$ cat config.mk
export PLATFORM = sky130hd
export DESIGN_NAME = tag_alloc_ctrl
export DESIGN_NICKNAME = d
export VERILOG_FILES = /design/src/rtl/tag_alloc_ctrl.sv
export SDC_FILE = /design/constraint.sdc
export NUM_CORES = 1
export LEC_CHECK = 0
export CAP_MARGIN = 20
export CORE_MARGIN = 8
export CORE_UTILIZATION = 37
export CTS_BUF_LIST = sky130_fd_sc_hd__clkbuf_4
export CTS_CLUSTER_DIAMETER = 200
export DETAILED_ROUTE_END_ITERATION = 10
export PLACE_DENSITY = 0.6
export SYNTH_ARGS = -nofsm -noshare
export SYNTH_HDL_FRONTEND = slang
export SYNTH_SLANG_ARGS = --single-unit
$ cat constraint.sdc
create_clock -name wclk -period 8.36 [get_ports wclk]
set_clock_uncertainty 0.15 [all_clocks]
set_input_delay 2.09 -clock wclk [delete_from_list [all_inputs] [get_ports wclk]]
set_output_delay 2.09 -clock wclk [all_outputs]
set_load 0.02 [all_outputs]
$ cat src/rtl/tag_alloc_ctrl.sv
// Free-tag FIFO controller: seeds the FIFO with every tag after reset, grants tags round-robin
// to dispatch requesters, and funnels up to two returned tags per cycle through a 4-entry buffer.
module tag_alloc_ctrl #(
  parameter int TAGW  = 5,
  parameter int NTAGS = 32,
  parameter int NREQ  = 2
) (
  input  logic            wclk,
  input  logic            wrst_n,
  input  logic [NREQ-1:0] req,
  output logic [NREQ-1:0] gnt,
  output logic [TAGW-1:0] gnt_tag,
  input  logic [1:0]      ret_vld,
  input  logic [TAGW-1:0] ret_tag0,
  input  logic [TAGW-1:0] ret_tag1,
  output logic            ret_rdy,
  output logic [TAGW-1:0] fifo_wdata,
  output logic            fifo_winc,
  output logic            fifo_rinc,
  input  logic [TAGW-1:0] fifo_rdata,
  input  logic            fifo_wfull,
  input  logic            fifo_rempty,
  output logic            init_done,
  output logic [TAGW:0]   free_cnt,
  output logic            err_ovf
);

  localparam int RRW = (NREQ > 1) ? $clog2(NREQ) : 1;

  typedef enum logic {ST_INIT, ST_RUN} state_t;

  state_t          state_reg;
  logic [TAGW-1:0] seed_cnt_reg;
  logic [RRW-1:0]  rr_ptr_reg;
  logic [1:0]      rbuf_head_reg;
  logic [2:0]      rbuf_cnt_reg;
  logic [TAGW:0]   free_cnt_reg;
  logic            init_done_reg;
  logic            err_ovf_reg;
  logic [TAGW-1:0] rbuf_mem [4];

  logic            run;
  logic            found;
  logic [RRW-1:0]  gnt_idx;
  logic [RRW-1:0]  rr_ptr_next;
  logic            alloc_en;
  int              cand;

  // Round-robin search: first requester at or after rr_ptr, wrapping around.
  always_comb begin
    found   = 1'b0;
    gnt_idx = '0;
    cand    = 0;
    for (int k = 0; k < NREQ; k++) begin
      cand = int'(rr_ptr_reg) + k;
      if (cand >= NREQ) cand = cand - NREQ;
      if (!found && req[cand]) begin
        found   = 1'b1;
        gnt_idx = RRW'(cand);
      end
    end
  end

  assign run         = (state_reg == ST_RUN);
  assign alloc_en    = run && !fifo_rempty && found;
  assign rr_ptr_next = (int'(gnt_idx) == NREQ - 1) ? '0 : gnt_idx + RRW'(1);

  genvar gi;
  generate
    for (gi = 0; gi < NREQ; gi++) begin : g_gnt
      assign gnt[gi] = alloc_en && (gnt_idx == RRW'(gi));
    end
  endgenerate

  assign gnt_tag   = fifo_rdata;
  assign fifo_rinc = alloc_en;

  // Return buffer: accept both ports only while at least two slots are guaranteed free.
  logic       acc0, acc1;
  logic       enq0, enq1;
  logic       rbuf_pop;
  logic       ovf_enq;
  logic [2:0] cnt_after_pop;
  logic [2:0] space;
  logic [1:0] slot0, slot1;

  assign ret_rdy       = run && (rbuf_cnt_reg <= 3'd2);
  assign acc0          = ret_rdy && ret_vld[0];
  assign acc1          = ret_rdy && ret_vld[1];
  assign rbuf_pop      = run && (rbuf_cnt_reg != 3'd0) && !fifo_wfull;
  assign cnt_after_pop = rbuf_cnt_reg - {2'b00, rbuf_pop};
  assign space         = 3'd4 - cnt_after_pop;
  assign enq0          = acc0 && (space != 3'd0);
  assign enq1          = acc1 && (space > {2'b00, enq0});
  assign ovf_enq       = (acc0 && !enq0) || (acc1 && !enq1);
  assign slot0         = rbuf_head_reg + rbuf_cnt_reg[1:0];
  assign slot1         = slot0 + {1'b0, enq0};

  generate
    for (gi = 0; gi < 4; gi++) begin : g_rbuf
      always_ff @(posedge wclk) begin
        if (enq0 && (slot0 == 2'(gi)))
          rbuf_mem[gi] <= ret_tag0;
        else if (enq1 && (slot1 == 2'(gi)))
          rbuf_mem[gi] <= ret_tag1;
      end
    end
  endgenerate

  // Seeding writes are gated by wrst_n so the FIFO sees no strobe while reset is held.
  assign fifo_winc  = (wrst_n && (state_reg == ST_INIT)) || rbuf_pop;
  assign fifo_wdata = (state_reg == ST_INIT) ? seed_cnt_reg : rbuf_mem[rbuf_head_reg];

  always_ff @(posedge wclk or negedge wrst_n) begin
    if (!wrst_n) begin
      state_reg     <= ST_INIT;
      seed_cnt_reg  <= '0;
      rr_ptr_reg    <= '0;
      rbuf_head_reg <= '0;
      rbuf_cnt_reg  <= '0;
      free_cnt_reg  <= '0;
      init_done_reg <= 1'b0;
      err_ovf_reg   <= 1'b0;
    end else begin
      free_cnt_reg <= free_cnt_reg + (TAGW+1)'(fifo_winc) - (TAGW+1)'(fifo_rinc);
      case (state_reg)
        ST_INIT: begin
          seed_cnt_reg <= seed_cnt_reg + TAGW'(1);
          if (seed_cnt_reg == TAGW'(NTAGS - 1)) begin
            state_reg     <= ST_RUN;
            init_done_reg <= 1'b1;
          end
        end
        ST_RUN: begin
          if (alloc_en) rr_ptr_reg <= rr_ptr_next;
          rbuf_head_reg <= rbuf_head_reg + {1'b0, rbuf_pop};
          rbuf_cnt_reg  <= cnt_after_pop + {2'b00, enq0} + {2'b00, enq1};
        end
        default: state_reg <= ST_INIT;
      endcase
      // A full FIFO with tags still waiting means a tag was returned twice.
      if (((ret_vld != 2'b00) && !ret_rdy) || ovf_enq ||
          (run && (rbuf_cnt_reg != 3'd0) && fifo_wfull))
        err_ovf_reg <= 1'b1;
    end
  end

  assign init_done = init_done_reg;
  assign free_cnt  = free_cnt_reg;
  assign err_ovf   = err_ovf_reg;

endmodule

==> impl_results.md <==
* Status: complete, no violations
* Endpoint, Worst Hold: init_done$_DFFE_PN0P_
* Post-cts sizing count at 0
* Mapped Area at 2500 µm²
* R2r setup slk at 3.68 ns
* Non-Filler Instances at 307
* Syn nets at 232
* Met3 Track Usage GR at 3.77%
* Reg2reg end: rbuf_mem[2][1]$_DFFE_PP_
* Hold Path Origin: init_done$_DFFE_PN0P_
* Power Density at 435 nW/µm²
* Setup TNS at 0 ns
* Sink Count at 40
* Placed instance count at 298
* Worst slack, placed at 1.97 ns
* Crit. End Element: output port
* Sequential area share after synthesis at 44.0%
* Max-slew violation count at 0
* Initial Util at 37.5%
* Die X at 98.2 µm
* LEAKAGE at 0.00123 µW
* Period utilization at 71.8%
* Worst slew pin tran at 0.800 ns
* Via density at 5.22
* Wirelength per Cell at 16.3 µm
* CTS tree: built
* Crit-path slowest cell: clkdlybuf4s50_1
* Critical path origin: wrst_n
* Core Area at 6680 µm²
* Hold depth at 1
* CP cell instances: clkdlybuf4s50_1, buf_8, a21o_1, clkdlybuf4s50_1
* Post-synth EDFFs at 20
* Reg2reg path depth at 14
* Min Tclk post-route at 6.00 ns
* Commonest non-fill, non-tap cell in the layout: clkdlybuf4s50_1
* Top Usage Layer GRT: met2
* Global-route wire length before repair at 8580 µm
* Post-synth ARST share at 50.0%
* CTS clock-pin slew for the worst setup and hold paths at 0.12 ns
* Slew HR at 46.5%
* Routed Antenna Nets at 0
* Yosys top cell area share at 24.0%
* Die area at 9650 µm²
* Synth area leader: edfxtp_1
* FMAX at 167 MHz
* CTS buffer count at 5
* CTS max path bufs at 2
* Worst hold path class: reg2reg
* Layout cells sized above 1 at 22.9%
* Commonest cells after routing, fill and taps aside: clkdlybuf4s50_1, mux2_2, dfrtp_1, edfxtp_1, inv_1
* Kind of critical path: in2out
* Startpoint Class: input pin
* Placer Congestion at 0.894
* Row count at 30
* CP required at 6.12 ns
* Root buffer cell: clkbuf_4
* Drt first-iter violations at 41
* Warnings, synthesis at 0
* Die Ht at 98.2 µm
* Most frequent CP cell: clkdlybuf4s50_1
* Area Growth Syn to Fin at 19.5%
* Worst flop-to-flop path startpoint: run$_DFF_PN0_
* Final wirelength at 5000 µm
* Largest net degree at the start of global routing at 22
* Via count of the routed design at 1602
* Worst Path Arrival at 3.76 ns
* DRT Pass-1 Iters at 4
* Detailed placement HPWL at 3760 µm
* Final Hold Fails at 0
* Crit path largest cell delay at 0.67 ns
* Total gr overflow at 0
* Count of input and output buffers at 35
* Fill cells at 626
* Unrepaired setup endpoints after global routing: no
* Max-Cap Viols at 0
* Avg Cell Area, Syn at 13.0 µm²
* Initial antenna violation count at 0
* Synth area leaders: edfxtp_1, dfrtp_1, mux2_2
* Cell variety after synth at 44
* VDD IR-drop max at 156 µV
* Syn Inst Count at 192
* Most used flip-flop cell after synthesis: edfxtp_1
* Total GRT Usage at 10.9%
* DRC at 0
* Met2 usage in global routing at 16.8%
* Final worst slack at 2.36 ns
* Clock Latency Late Sink at 0.35 ns
* Antenna diodes at 0
* Number of global-route vias before repair at 1706
* Nets at 266
* Post-CTS setup buffers at 0
* # IOs at 46
* M1 GR Usage at 14.2%
* Final setup vio count at 0
* Hold-fix buffers, CTS at 0
* Max reg flops at 20
* Largest fanout on the critical path at 16
* Synthesis-stage register bit count at 40
* H-Tree Depth at 2
==> worst max-delay path by stage <==
stage / slack [ns] / to / cells after the start
after CTS: 1.95 / fifo_winc / 3
after global placement: 2.00 / fifo_winc / 3
after global routing: 2.20 / rbuf_mem[2][1]$_DFFE_PP_ / 14
after floorplan: 3.00 / rbuf_mem[2][0]$_DFFE_PP_ / 13
final: 2.36 / fifo_winc / 4
after detailed placement: 1.97 / fifo_winc / 3
==> power breakdown <==
part	total [µW]	switching, µW	internal, µW	leakage [µW]
clock network	130	64.1	66.0	0.0000456
registers	357	54.6	302	0.000418
logic	813	428	385	0.000764
==> metrics by stage <==
stage	cell area (µm²)	hold slack [ns]	power, µW	util (%)
3_5_place_dp	2900	0.311	1180	43.3
4_1_cts	2980	0.340	1310	44.5
3_3_place_gp	2900	0.311	1170	43.3
2_1_floorplan	2500	0.305	959	-
6_report	2990	0.333	1300	44.8
5_1_grt	2990	0.381	1400	44.8
==> layout make-up <==
class,count,area (µm²),share of cell area [%]
clock buffer,6,45.0,1.51
clock inverter,2,35.0,1.17
inverter,19,71.3,2.38
multi-input combinational,124,1270,42.6
sequential,40,1100,36.8
tap,80,100,3.35
timing repair buffer,36,365,12.2
==> metal layers <==
layer	routed length, µm	part of all wire (%)
met1	2350	47
met5	0	0
met2	2220	44
met4	68	1.4
met3	366	7.3
==> worst max-delay path: cells and delay by family <==
kind	cells	cell delay, ns
AO/OA/AOI/OAI	1	0.16
buffers and inverters	3	1.50
==> logic make-up (layout without fill, tap and decap cells) <==
kind of cell             after synthesis  count (layout)  share of synthesized area (%)
adder cells (fa/ha/maj)               17              17                           9.10
multiplexers                          33              33                           17.1
XOR/XNOR                              17              17                           8.10
AND/OR/NAND/NOR                       27              27                           5.60
buffers and inverters                 28              63                           5.15
AO/OA/AOI/OAI                         30              30                           10.9
flip-flops                            40              40                           44.0
==> cell usage after synthesis, types with 3 or more instances <==
cell type / instances
edfxtp_1: 20
nor2_1: 4
ha_1: 15
mux2_2: 28
inv_1: 18
nand2_1: 9
buf_4: 6
a32o_1: 3
dfrtp_1: 20
xnor2_1: 8
a21o_1: 6
xor2_1: 5
a21oi_1: 5
mux4_2: 5
o21ai_0: 3
(Power assumes the default switching activity.)
==> RTL change 1: new RTL, same flow settings <==
`NREQ`: 2 -> 1.
--- a/src/rtl/tag_alloc_ctrl.sv
+++ b/src/rtl/tag_alloc_ctrl.sv
@@ -3,7 +3,7 @@
 module tag_alloc_ctrl #(
   parameter int TAGW  = 5,
   parameter int NTAGS = 32,
-  parameter int NREQ  = 2
+  parameter int NREQ  = 1
 ) (
   input  logic            wclk,
   input  logic            wrst_n,
Interface: changed (resized gnt and req); port bits go from 46 to 44. The function was not compared with the original's and may differ.
==> RTL change 1 against the original RTL <==
- cell count is 27% higher
- worst setup slack worse by 0.24 ns
- sequential cell count is 1 lower
- core utilization is 0.79 points lower
- sequential share of layout area is 3.1 points lower
- design area is 6.7% higher
- global-route usage is 1.2 points higher
- wire length is 18% higher
- synthesized area is 11% higher
- highest routed layer unchanged
- power is 8.9% higher
- synthesized cell count is 41% higher
- first-iteration DRC count grew to 3.0 times the old value
- critical endpoint unchanged
==> RTL change 1: results <==
[critical_path]
r2r_slack_ns = 3.72
r2r-start = run
slowest_delay_ns = 1.04
cpLargestDelayFamily = buffers and inverters
reg2reg_depth = 13
path_max_fanout = 20
arrival_ns = 4.01
r2r_end = rbuf_mem[0][4]

[detailed_routing]
wl_um = 5900
drtIter0Drc = 123
via_per_inst = 5.37
wl_per_cell_um = 15.1

[synthesis]
synth_cell_types = 41
ys.flop_type = edfxtp_1
syn_nets = 309
synth_seq_area_share_pct = 38.8
avgSynthCellArea_sq_um = 10.3
synth_commonest_cells = nand2_1 (23), inv_1 (21), a221oi_1 (20), edfxtp_1 (20)
ys_top_cells_by_area = edfxtp_1 (22%), dfrtp_1 (17%), ha_1 (6.8%)
async_flop_share_pct = 48.7

[grt]
grt_max_degree = 27
grt_pass1_vias = 2103
track_usage_pct = 12.1
grt_pass1_wl_um = 10200

[placement]
dp_cells = 383
gp_congestion = 0.839
placed_area_sq_um = 3130
dp_hpwl_um = 4610
numPortBuffers = 33

[cts]
cts-root-buf = clkbuf_4
insertion_delay_ns = 0.34
clkTransAtPathRegs_ns = 0.12
cts.path.max_buffers = 2

[pwr]
vdd_drop_max_mv = 0.165
pg_comb_w = 0.000948
p_int_w = 0.000736
p_leak_nw = 1.24
swShare_pct = 48.0
p_clk_share_pct = 7.0

[final_layout]
drive_above_1_share_pct = 9.59
final_nets = 330
fillers = 729
antennaDiodeCount = 0

[status]
status = complete, no violations

[timing]
relSlewSlack_pct = 41.6
## RTL change 1: cell count changes after synthesis, moves of 10 or more
cell      unedited run  this run
nor2_1               4        19
mux2_2              28         7
a221oi_1             0        20
o221ai_1             0        10
or3_1                0        10
nand2_1              9        23
## RTL change 1: per-layer routing
layer  up-vias  share of wire, %  track usage, %
met3         6               6.3            1.96
met4         0               1.0            4.29
met2        74                44            19.2
met5         -                 0               0
li1       1041                 -               -
met1       977                48            16.3
## RTL change 1: how the worst min path moves through the flow
stage	startpoint	endpoint	slack, ns
floorplan	seed_cnt_reg[3]	seed_cnt_reg[3]	0.30
global placement	init_done	init_done	0.30
detailed placement	init_done	init_done	0.30
CTS	init_done	init_done	0.33
global route	init_done	init_done	0.36
finish	init_done	init_done	0.32
## RTL change 1: final cells by class
cell class / instances / area (sq um) / share of cell area, %
Inverter: 21 / 78.8 / 2.47
Timing Repair Buffer: 33 / 330 / 10.4
Sequential cell: 39 / 1080 / 33.7
Clock buffer: 5 / 37.5 / 1.18
Multi-Input combinational cell: 191 / 1520 / 47.6
Clock inverter: 3 / 23.8 / 0.745
Tap cell: 99 / 124 / 3.88
## RTL change 1: through the flow
stage | util (%) | setup slack, ns
after global routing | 44.0 | 1.92
after floorplan | - | 3.12
after detailed placement | 43.1 | 2.04
after CTS | 44.0 | 2.03
final | 44.0 | 2.11
after global placement | 43.1 | 2.06
## RTL change 1: cells by family (layout without fill, tap and decap cells)
family | count (synthesis) | count (layout) | synth area share, %
AOI/OAI and AO/OA | 62 | 62 | 18.6
buffers and inverters | 40 | 62 | 6.49
and+or+nand+nor | 83 | 83 | 14.8
DFF | 39 | 39 | 38.8
adders and majority gates | 17 | 17 | 8.21
muxes | 12 | 12 | 6.90
xor gates and xnor gates | 17 | 17 | 6.18
==> RTL change 2: new RTL, config.mk and constraints unchanged <==
Without the edit above. Put one more register stage on the output `free_cnt`, with the module's reset. The value now appears one clock later. The other outputs are not delayed to match.
--- a/src/rtl/tag_alloc_ctrl.sv
+++ b/src/rtl/tag_alloc_ctrl.sv
@@ -146,7 +146,13 @@
   end
 
   assign init_done = init_done_reg;
-  assign free_cnt  = free_cnt_reg;
+  always_ff @(posedge wclk or negedge wrst_n) begin
+    if (!wrst_n) begin
+      free_cnt <= '0;
+    end else begin
+      free_cnt <= free_cnt_reg;
+    end
+  end
   assign err_ovf   = err_ovf_reg;
 
 endmodule
Function: changed (a bounded check fails within 4 cycles, from zero or initial values and one cycle with wrst_n low).
==> RTL change 2 against the original RTL <==
- count of clock-buffer cells in the layout shrank 1
- sequential cell count is 6 higher
- via count rose by 0.44%
- power increased by 3.9%
- maximum frequency rose by 1.2%
- wire length down 1.2%
- clock power grew 6%
- synthesized area increased by 6.0%
- design area is 5.6% higher
- worst setup slack gained 0.070 ns
==> RTL change 2: results <==
[synthesis]
synth_seq_area_share_pct = 47.2
syn_nets = 238
netlist.area_leader.share_pct = 24.5
synth_commonest_cells = mux2_2 (28), dfrtp_1 (26), edfxtp_1 (20)
ys_top_cells_by_area = dfrtp_1 (25%), edfxtp_1 (23%), mux2_2 (12%)

[cts]
clkTransAtPathRegs_ns = 0.14

[critical_path]
path_max_fanout = 27
r2r_end = rbuf_mem[3][0]
arrival_ns = 3.69
slowest_delay_ns = 0.61
reg2reg_depth = 13
r2r_slack_ns = 3.71

[final_layout]
final_nets = 272
fillers = 664
drive_above_1_share_pct = 22.3

[placement]
gp_congestion = 0.831
place_ws_ns = 2.11
dp_hpwl_um = 3800

[pwr]
p_int_w = 0.000795
vdd_drop_max_mv = 0.135

[min_path]
hold_path_depth = 0
holdPathEnd = free_cnt[0]
hp-start = free_cnt_reg[0]

[timing]
relSlewSlack_pct = 40.0

[detailed_routing]
vias = 1609
wl_um = 4940

[status]
status = complete, no violations
## RTL change 2: layout make-up
| type | instances | area, sq um | area share [%] |
|---|---|---|---|
| clock buffers | 5 | 37.5 | 1.19 |
| repair buffers | 36 | 358 | 11.3 |
| inverters | 19 | 71.3 | 2.26 |
| flip-flops and latches | 46 | 1250 | 39.6 |
| multi-input cells | 124 | 1270 | 40.3 |
| well taps | 99 | 124 | 3.92 |
| clock inverters | 3 | 43.8 | 1.39 |
## RTL change 2: worst max-delay path by stage
stage | depth (start not counted) | to | start
finish | 4 | fifo_winc | wrst_n
global route | 13 | rbuf_mem[3][0] | fifo_wfull
CTS | 4 | fifo_winc | wrst_n
detailed placement | 13 | rbuf_mem[3][3] | fifo_wfull
global placement | 14 | rbuf_mem[2][1] | fifo_wfull
floorplan | 13 | rbuf_mem[2][0] | fifo_wfull
## RTL change 2: kinds of logic after synthesis
logic type                 count (synthesis)  share of synthesized area, %
muxes                                     33                          16.1
xor gates and xnor gates                  17                          7.64
DFF                                       46                          47.2
and+or+nand+nor                           27                          5.28
adders and majority gates                 17                          8.58
AOI/OAI and AO/OA                         30                          10.3
buffers and inverters                     28                          4.86
## RTL change 2: critical path: cells and delay by family
kind            cells  cell delay, ns
compound gates      1            0.21
buf+inv             3            1.38
## RTL change 2: routing by layer
metal | wire, um | share of wire, % | vias to the layer above | track usage (%)
met5 | 0 | 0 | - | 0
met4 | 51 | 1.0 | 0 | 3.02
met2 | 2220 | 45 | 35 | 16.7
met1 | 2430 | 49 | 774 | 13.3
li1 | - | - | 791 | -
met3 | 230 | 4.7 | 9 | 2.76
## RTL change 2: metrics by stage
| stage | cell area, sq um | hold WS (ns) | std cells |
|---|---|---|---|
| after floorplan | 2650 | 0.204 | 198 |
| after global placement | 3080 | 0.206 | 324 |
| after detailed placement | 3080 | 0.212 | 324 |
| after CTS | 3160 | 0.246 | 332 |
| after global routing | 3160 | 0.254 | 332 |
| final | 3160 | 0.241 | 332 |
## RTL change 2: power groups by stage
stage / combinational [W] / clock (W) / sequential (W)
floorplan: 0.000608 / 0 / 0.000399
global placement: 0.000808 / 0 / 0.000406
detailed placement: 0.000821 / 0 / 0.000408
CTS: 0.000822 / 0.000142 / 0.000403
global route: 0.000885 / 0.000151 / 0.000414
finish: 0.000813 / 0.000138 / 0.000400
